==> config.mk <==
export PLATFORM = sky130hd
export DESIGN_NAME = nmea_rmc_parser_flat
export DESIGN_NICKNAME = d
export VERILOG_FILES = /design/src/rtl/nmea_pkg.sv /design/src/rtl/nmea_rmc_parser_if.sv /design/src/rtl/nmea_tz_adj.sv /design/src/rtl/nmea_rmc_parser.sv /design/src/flat_wrapper.sv
export SDC_FILE = /design/constraint.sdc
export NUM_CORES = 1
export LEC_CHECK = 0
export BUFFER_PORTS_ARGS = -buffer_cell sky130_fd_sc_hd__buf_2
export CORE_ASPECT_RATIO = 0.75
export CORE_MARGIN = 2
export CORE_UTILIZATION = 55
export DETAILED_ROUTE_END_ITERATION = 10
export PLACE_DENSITY = 0.75
export SLEW_MARGIN = 10
export SYNTH_ARGS = -nofsm -noshare
export SYNTH_HDL_FRONTEND = slang
export SYNTH_SLANG_ARGS = --single-unit
==> constraint.sdc <==
create_clock -name sys_clk -period 4.1 [get_ports sys_clk]
set_input_delay 0.205 -clock sys_clk [delete_from_list [all_inputs] [get_ports sys_clk]]
set_output_delay 0.205 -clock sys_clk [all_outputs]
set_load 0.02 [all_outputs]
==> src/rtl/nmea_pkg.sv <==
// nmea_pkg: shared FSM state, ASCII constants and char helpers
// for the RMC sentence parser.
package nmea_pkg;

   typedef enum logic [2:0] {
      IDLE,
      HDR,
      FIELD,
      CK_HI,
      CK_LO
   } nmea_st_e;

   localparam logic [7:0] ASC_DOLLAR = 8'h24;
   localparam logic [7:0] ASC_STAR   = 8'h2A;
   localparam logic [7:0] ASC_COMMA  = 8'h2C;
   localparam logic [7:0] ASC_A      = 8'h41;

   function automatic logic is_digit(input logic [7:0] c);
      return (c >= 8'h30) && (c <= 8'h39);
   endfunction

   // Returns {valid, nibble}; upper and lower case both accepted.
   function automatic logic [4:0] hex_nib(input logic [7:0] c);
      logic [4:0] r;
      r = 5'h00;
      unique case (1'b1)
         (c >= 8'h30 && c <= 8'h39): r = {1'b1, c[3:0]};
         (c >= 8'h41 && c <= 8'h46): r = {1'b1, c[3:0] + 4'd9};
         (c >= 8'h61 && c <= 8'h66): r = {1'b1, c[3:0] + 4'd9};
         default:                    r = 5'h00;
      endcase
      return r;
   endfunction

endpackage

==> src/rtl/nmea_rmc_parser_if.sv <==
// nmea_rmc_parser_if: UART byte stream into the parser,
// data qualified by a one-cycle flag.
interface nmea_rmc_parser_if;
   logic [7:0] po_data;
   logic       po_flag;

   modport master (
      output po_data,
      output po_flag
   );

   modport slave (
      input po_data,
      input po_flag
   );
endinterface

==> src/rtl/nmea_tz_adj.sv <==
// nmea_tz_adj: combinational BCD hour offset with day wrap.
// Offset applied only when NMEA_TZ_EN is defined, else UTC passes.
module nmea_tz_adj
   import nmea_pkg::*;
#(
   parameter int TZ_OFFSET_H = 8
) (
   input  logic [7:0] hh_i,
   output logic [7:0] hh_o,
   output logic [1:0] day_o
);

   if ((TZ_OFFSET_H < -12) || (TZ_OFFSET_H > 14)) begin : g_bad_tz
      $error("TZ_OFFSET_H outside -12..14");
   end

`ifdef NMEA_TZ_EN
   int h;

   always_comb begin
      h     = int'(hh_i[7:4]) * 10 + int'(hh_i[3:0]);
      h     = h + TZ_OFFSET_H;
      day_o = 2'b00;
      if (h >= 24) begin
         h     = h - 24;
         day_o = 2'b01;
      end else if (h < 0) begin
         h     = h + 24;
         day_o = 2'b11;
      end
      hh_o = {4'(h / 10), 4'(h % 10)};
   end
`else
   assign hh_o  = hh_i;
   assign day_o = 2'b00;
`endif

endmodule

==> src/rtl/nmea_rmc_parser.sv <==
// nmea_rmc_parser: extracts hhmmss and fix status from RMC sentences,
// checks the XOR checksum. Local-time offset gated by NMEA_TZ_EN.
module nmea_rmc_parser
   import nmea_pkg::*;
#(
   parameter logic [39:0] HDR_ID      = "GNRMC",
   parameter int          TZ_OFFSET_H = 8,
   parameter int          MAX_LEN     = 96
) (
   input  logic             sys_clk,
   input  logic             sys_rst,
   nmea_rmc_parser_if.slave rx,
   output logic [23:0]      time_bcd,
   output logic [1:0]       day_adj,
   output logic             fix_ok,
   output logic             time_vld,
   output logic             cks_err
);

   localparam int LW = $clog2(MAX_LEN + 1);

   nmea_st_e st_q, st_d;

   logic [7:0]    xor_q;
   logic [LW-1:0] len_q;
   logic [2:0]    hidx_q;
   logic [1:0]    fld_q;
   logic [2:0]    f1n_q;
   logic          tbad_q;
   logic [23:0]   tcap_q;
   logic          fchr_q;
   logic          fixc_q;
   logic [3:0]    ckh_q;
   logic          ckbad_q;
   logic [23:0]   time_q;
   logic [1:0]    day_q;
   logic          fix_q;
   logic          vld_q;
   logic          err_q;

   logic       restart, nd;
   logic       is_star, is_comma;
   logic       hdr_en, fld_en, ck_hi_en, ck_lo_en;
   logic       fld_tok, xor_en, len_en, len_max;
   logic [7:0] hdr_ch;
   logic [4:0] hn;
   logic       ck_ok, f1_ok;
   logic [7:0] tz_hh;
   logic [1:0] tz_day;

   assign restart  = rx.po_flag && (rx.po_data == ASC_DOLLAR);
   assign nd       = rx.po_flag && (rx.po_data != ASC_DOLLAR);
   assign is_star  = (rx.po_data == ASC_STAR);
   assign is_comma = (rx.po_data == ASC_COMMA);
   assign len_max  = (int'(len_q) + 1) >= MAX_LEN;
   assign hn       = hex_nib(rx.po_data);

   always_comb begin
      hdr_ch = 8'h00;
      unique case (hidx_q)
         3'd0:    hdr_ch = HDR_ID[39:32];
         3'd1:    hdr_ch = HDR_ID[31:24];
         3'd2:    hdr_ch = HDR_ID[23:16];
         3'd3:    hdr_ch = HDR_ID[15:8];
         3'd4:    hdr_ch = HDR_ID[7:0];
         default: hdr_ch = 8'h00;
      endcase
   end

   always_ff @(posedge sys_clk) begin
      if (sys_rst) st_q <= IDLE;
      else         st_q <= st_d;
   end

   always_comb begin
      st_d = st_q;
      if (restart) begin
         st_d = HDR;
      end else if (nd) begin
         unique case (st_q)
            IDLE: st_d = IDLE;
            HDR: begin
               if (hidx_q < 3'd5) begin
                  if (rx.po_data != hdr_ch) st_d = IDLE;
               end else begin
                  st_d = is_comma ? FIELD : IDLE;
               end
            end
            FIELD: begin
               if (is_star)      st_d = CK_HI;
               else if (len_max) st_d = IDLE;
            end
            CK_HI:   st_d = CK_LO;
            CK_LO:   st_d = IDLE;
            default: st_d = IDLE;
         endcase
      end
   end

   always_comb begin
      hdr_en   = 1'b0;
      fld_en   = 1'b0;
      ck_hi_en = 1'b0;
      ck_lo_en = 1'b0;
      if (nd) begin
         unique case (st_q)
            HDR:     hdr_en   = 1'b1;
            FIELD:   fld_en   = 1'b1;
            CK_HI:   ck_hi_en = 1'b1;
            CK_LO:   ck_lo_en = 1'b1;
            default: ;
         endcase
      end
   end

   assign fld_tok = fld_en && !is_star;
   assign xor_en  = hdr_en || fld_tok;
   assign len_en  = hdr_en || fld_tok;

   // Low nibble arrives on the CK_LO byte itself.
   assign ck_ok = !ckbad_q && hn[4]
                && ({ckh_q, hn[3:0]} == xor_q);
   assign f1_ok = !tbad_q && (f1n_q == 3'd6);

   nmea_tz_adj #(
      .TZ_OFFSET_H (TZ_OFFSET_H)
   ) u_tz (
      .hh_i  (tcap_q[23:16]),
      .hh_o  (tz_hh),
      .day_o (tz_day)
   );

   always_ff @(posedge sys_clk) begin
      if (sys_rst) begin
         xor_q   <= 8'h00;
         len_q   <= '0;
         hidx_q  <= 3'd0;
         fld_q   <= 2'd0;
         f1n_q   <= 3'd0;
         tbad_q  <= 1'b0;
         tcap_q  <= 24'h000000;
         fchr_q  <= 1'b0;
         fixc_q  <= 1'b0;
         ckh_q   <= 4'h0;
         ckbad_q <= 1'b0;
         time_q  <= 24'h000000;
         day_q   <= 2'b00;
         fix_q   <= 1'b0;
         vld_q   <= 1'b0;
         err_q   <= 1'b0;
      end else begin
         vld_q <= 1'b0;
         err_q <= 1'b0;
         if (restart) begin
            xor_q   <= 8'h00;
            len_q   <= LW'(1);
            hidx_q  <= 3'd0;
            fld_q   <= 2'd1;
            f1n_q   <= 3'd0;
            tbad_q  <= 1'b0;
            tcap_q  <= 24'h000000;
            fchr_q  <= 1'b0;
            fixc_q  <= 1'b0;
            ckh_q   <= 4'h0;
            ckbad_q <= 1'b0;
         end else begin
            if (xor_en) xor_q <= xor_q ^ rx.po_data;
            if (len_en) len_q <= len_q + 1'b1;
            if (hdr_en) hidx_q <= hidx_q + 3'd1;
            if (fld_tok) begin
               if (is_comma) begin
                  if (fld_q != 2'd3) fld_q <= fld_q + 2'd1;
                  fchr_q <= 1'b0;
               end else begin
                  fchr_q <= 1'b1;
                  if (fld_q == 2'd1 && f1n_q < 3'd6) begin
                     tcap_q <= {tcap_q[19:0], rx.po_data[3:0]};
                     f1n_q  <= f1n_q + 3'd1;
                     if (!is_digit(rx.po_data)) tbad_q <= 1'b1;
                  end
                  if (fld_q == 2'd2 && !fchr_q) begin
                     fixc_q <= (rx.po_data == ASC_A);
                  end
               end
            end
            if (ck_hi_en) begin
               ckh_q   <= hn[3:0];
               ckbad_q <= !hn[4];
            end
            if (ck_lo_en) begin
               if (!ck_ok) begin
                  err_q <= 1'b1;
               end else if (f1_ok) begin
                  vld_q  <= 1'b1;
                  time_q <= {tz_hh, tcap_q[15:0]};
                  day_q  <= tz_day;
                  fix_q  <= fixc_q;
               end
            end
         end
      end
   end

   assign time_bcd = time_q;
   assign day_adj  = day_q;
   assign fix_ok   = fix_q;
   assign time_vld = vld_q;
   assign cks_err  = err_q;

endmodule

==> src/flat_wrapper.sv <==
// flat-port wrapper written by rule: the top's interface ports become plain ports
module nmea_rmc_parser_flat import nmea_pkg::*;
#(
   parameter logic [39:0] HDR_ID      = "     ",
   parameter int          TZ_OFFSET_H = 8,
   parameter int          MAX_LEN     = 96
)
  (sys_clk, sys_rst, time_bcd, day_adj, fix_ok, time_vld, cks_err, rx_po_data, rx_po_flag);
  nmea_rmc_parser_if rx_i ();
  input  logic sys_clk;
  input  logic sys_rst;
  output logic [23:0] time_bcd;
  output logic [1:0] day_adj;
  output logic fix_ok;
  output logic time_vld;
  output logic cks_err;
  input wire logic [$bits(rx_i.po_data)-1:0] rx_po_data;
  input wire logic [$bits(rx_i.po_flag)-1:0] rx_po_flag;
  assign rx_i.po_data = rx_po_data;
  assign rx_i.po_flag = rx_po_flag;
  nmea_rmc_parser #(.HDR_ID(HDR_ID), .TZ_OFFSET_H(TZ_OFFSET_H), .MAX_LEN(MAX_LEN)) u_core (.sys_clk(sys_clk), .sys_rst(sys_rst), .rx(rx_i), .time_bcd(time_bcd), .day_adj(day_adj), .fix_ok(fix_ok), .time_vld(time_vld), .cks_err(cks_err));
endmodule
==> flow_summary_export.csv <==
group,metric,value,unit
global_routing,grt_max_degree,57,
clock_network,cts_made_buffers,9,
global_routing,grt_overflow,0,
setup_path,crit_fanout,26,
sta,setup_tns,0,ns
floorplan,die_area,7900,um2
finish,diodes,0,
sta,slew_viol_final,0,
sta,rsz0062_at_grt,"false",
hold_path,min_path_cells,2,
power,p_per_area,343,nW/um2
synthesis,yosys.area.top_type,"dfxtp_1",
clock_network,holdBufCountCts,0,
route,finalWirelength,8100,um
setup_path,r2r-end,"u_core.f1n_q[0]",
flow_run,drv_cap,0,
global_routing,grt_pass1_wl,14000,um
floorplan,die-width,102,um
setup_path,worstReg2RegStart,"u_core.st_q[1]",
floorplan,top_level_ports,40,
clock_network,clock_latency,0.35,ns
route,wl_per_cell,13.4,um
outcome,status,"complete, no violations",
floorplan,rows,26,
sta,maxClockFrequency,388,MHz
placement,dp.cells,588,
placement,dp_hpwl,5530,um
setup_path,startpoint_type,"flip-flop",
sta,relSlewSlack,0.385,
sta,fin_crit,2.58,ns
synthesis,yosysWarnings,0,
clock_network,clockRootBuffer,"clkbuf_8",
placement,dp_slack,1.25,ns
setup_path,r2r_cells,6,
sta,fin_worst_skew,0.0114,ns
setup_path,endpoint_kind,"flip-flop",
finish,syn_to_final_growth,10.9,%
setup_path,reg2reg_slack,1.52,ns
synthesis,synth_edf_count,0,
route,viasPerCell,5.24,
finish,final_cell_mix,"124 x nand2_1, 85 x dfxtp_1, 38 x a21oi_1",
clock_network,cts_setup_buffers,0,
synthesis,synthesis.area,3960,um2
finish,stdcell_area,4390,um2
route,drc,0,
global_routing,antenna_found_initial,0,
synthesis,yosysUniqueCellTypes,50,
clock_network,ctsResizeCount,0,
sta,setup_ws,1.52,ns
hold_path,min-delay-start,"sys_rst",
clock_network,htree_levels,3,
floorplan,initial_utilization,0.574,
finish,design.final.nets,526,
clock_network,clk_pin_slew,0.09,ns
synthesis,synth-main-ff-cell,"dfxtp_1",
setup_path,cp.required,4.31,ns
synthesis,yosysSeqAreaShare,0.430,
sta,timing.final.crit_share,0.629,
synthesis,synth_area_leaders,"dfxtp_1 43%, nand2_1 12%, mux2i_1 7.3%",
power,finalPower,0.00150,W
power,ir_drop,0.232,mV
floorplan,die_h,77.5,um
sta,tightest_slew,0.922,ns
synthesis,synth-async-reset-ratio,0,
synthesis,syn_inst,472,
placement,gp_congestion,0.919,
synthesis,ys_ff_latch,85,
sta,setup_viol,0,
route,vias,3163,
finish,layoutNonFillerInstCount,604,
placement,io_buffers,37,
finish,final_common_cell,"nand2_1",
hold_path,min_to,"u_core.len_q[0]",
route,drtAntennaViolNets,0,
setup_path,arrival,2.79,ns
sta,hold_viol_final,0,
global_routing,grt_pass1_vias,2973,
setup_path,crit_type,"reg2reg",
clock_network,cts_buffer_depth,2,
hold_path,hp-class,"in2reg",
finish,drive_gt1_frac,0.134,
power,p_leak,1.63,nW
synthesis,syn_avg_cell_area,8.38,um2
route,first_pass_iters,5,
finish,nFillCells,622,
route,first_iter_violations,158,
floorplan,core_area,6900,um2
clock_network,clock-sinks,85,
clock_network,cts_tree,"done",
synthesis,synth_top_area_frac,0.430,
placement,place_area,4190,um2
global_routing,track_usage,0.219,
[synthesized netlist by cell type (all sizes together) (2+ instances only)]
master	number
and4b	2
nand3	7
a31oi	2
or3	4
o21bai	2
clkbuf	18
xor2	18
nor3b	4
mux2	2
ha	14
nor2b	7
nand4	5
nand2b	2
mux2i	29
nand3b	4
o21ai	7
nor2	37
and3	5
inv	11
or2	2
dfxtp	85
or4b	3
nand2	124
nor3	6
xnor2	8
a211oi	2
o22ai	2
a21oi	38
buf	7
[area by class of cell]
cell class	count	area [um2]	area share
multi-input combinational	351	2100	0.478
sequential	85	1700	0.388
timing repair buffer	42	223	0.0508
clock buffer	10	128	0.0291
tap	98	123	0.0279
clock inverter	6	71.3	0.0163
inverter	12	45.0	0.0103
[layer usage]
metal,vias to the layer above,global-route usage,routed length [um]
li1,1628,-,-
met1,1463,0.312,4100
met2,62,0.339,3610
met3,10,0.0459,303
met4,0,0.0533,84
met5,-,0,0
[kinds of logic after synthesis]
family / share of synthesized area
AO/OA/AOI/OAI: 0.0911
XOR/XNOR: 0.0575
adder cells (fa/ha/maj): 0.0443
buffers and inverters: 0.0411
flip-flops: 0.430
multiplexers: 0.0790
other: 0.000948
AND/OR/NAND/NOR: 0.256
[worst max path at each step]
stage / startpoint / endpoint
global route: u_core.st_q[1] / u_core.f1n_q[0]
CTS: u_core.st_q[1] / u_core.f1n_q[0]
floorplan: rx_po_data[0] / u_core.time_bcd[0]
finish: u_core.st_q[1] / u_core.f1n_q[0]
global placement: rx_po_data[0] / u_core.time_bcd[15]
detailed placement: rx_po_data[0] / u_core.time_bcd[21]
[report_power, final]
part / switching [W] / internal [W] / total, W
Clock: 0.000306 / 0.000287 / 0.000594
Combinational: 0.0000537 / 0.0000242 / 0.0000779
Sequential: 0.00000403 / 0.000828 / 0.000832
Total: 0.000364 / 0.00114 / 0.00150
[sequential cells by signal, indices dropped and copies added (netlist names), 2 cells and up]
| signal | cells |
|---|---|
| u_core.st_q | 3 |
| u_core.ckh_q | 4 |
| u_core.hidx_q | 3 |
| u_core.len_q | 7 |
| u_core.f1n_q | 3 |
| u_core.fld_q | 2 |
| u_core.xor_q | 8 |
| u_core.tcap_q | 24 |
| u_core.time_bcd | 24 |
[worst max-delay path, stage by stage (launching register included)]
cell     delay [ns]
dfxtp_1        0.41
nor3b_1        0.32
nand2_1        0.12
nor3b_1        0.45
and3_1         0.86
xnor2_1        0.21
nor2_1         0.07
[through the flow]
step | hold slack, ns | util
global route | 0.0577 | 0.636
detailed placement | 0.437 | 0.607
finish | 0.0640 | 0.636
global placement | 0.422 | 0.607
floorplan | 0.274 | -
CTS | 0.0617 | 0.636
(Power assumes the default switching activity.)
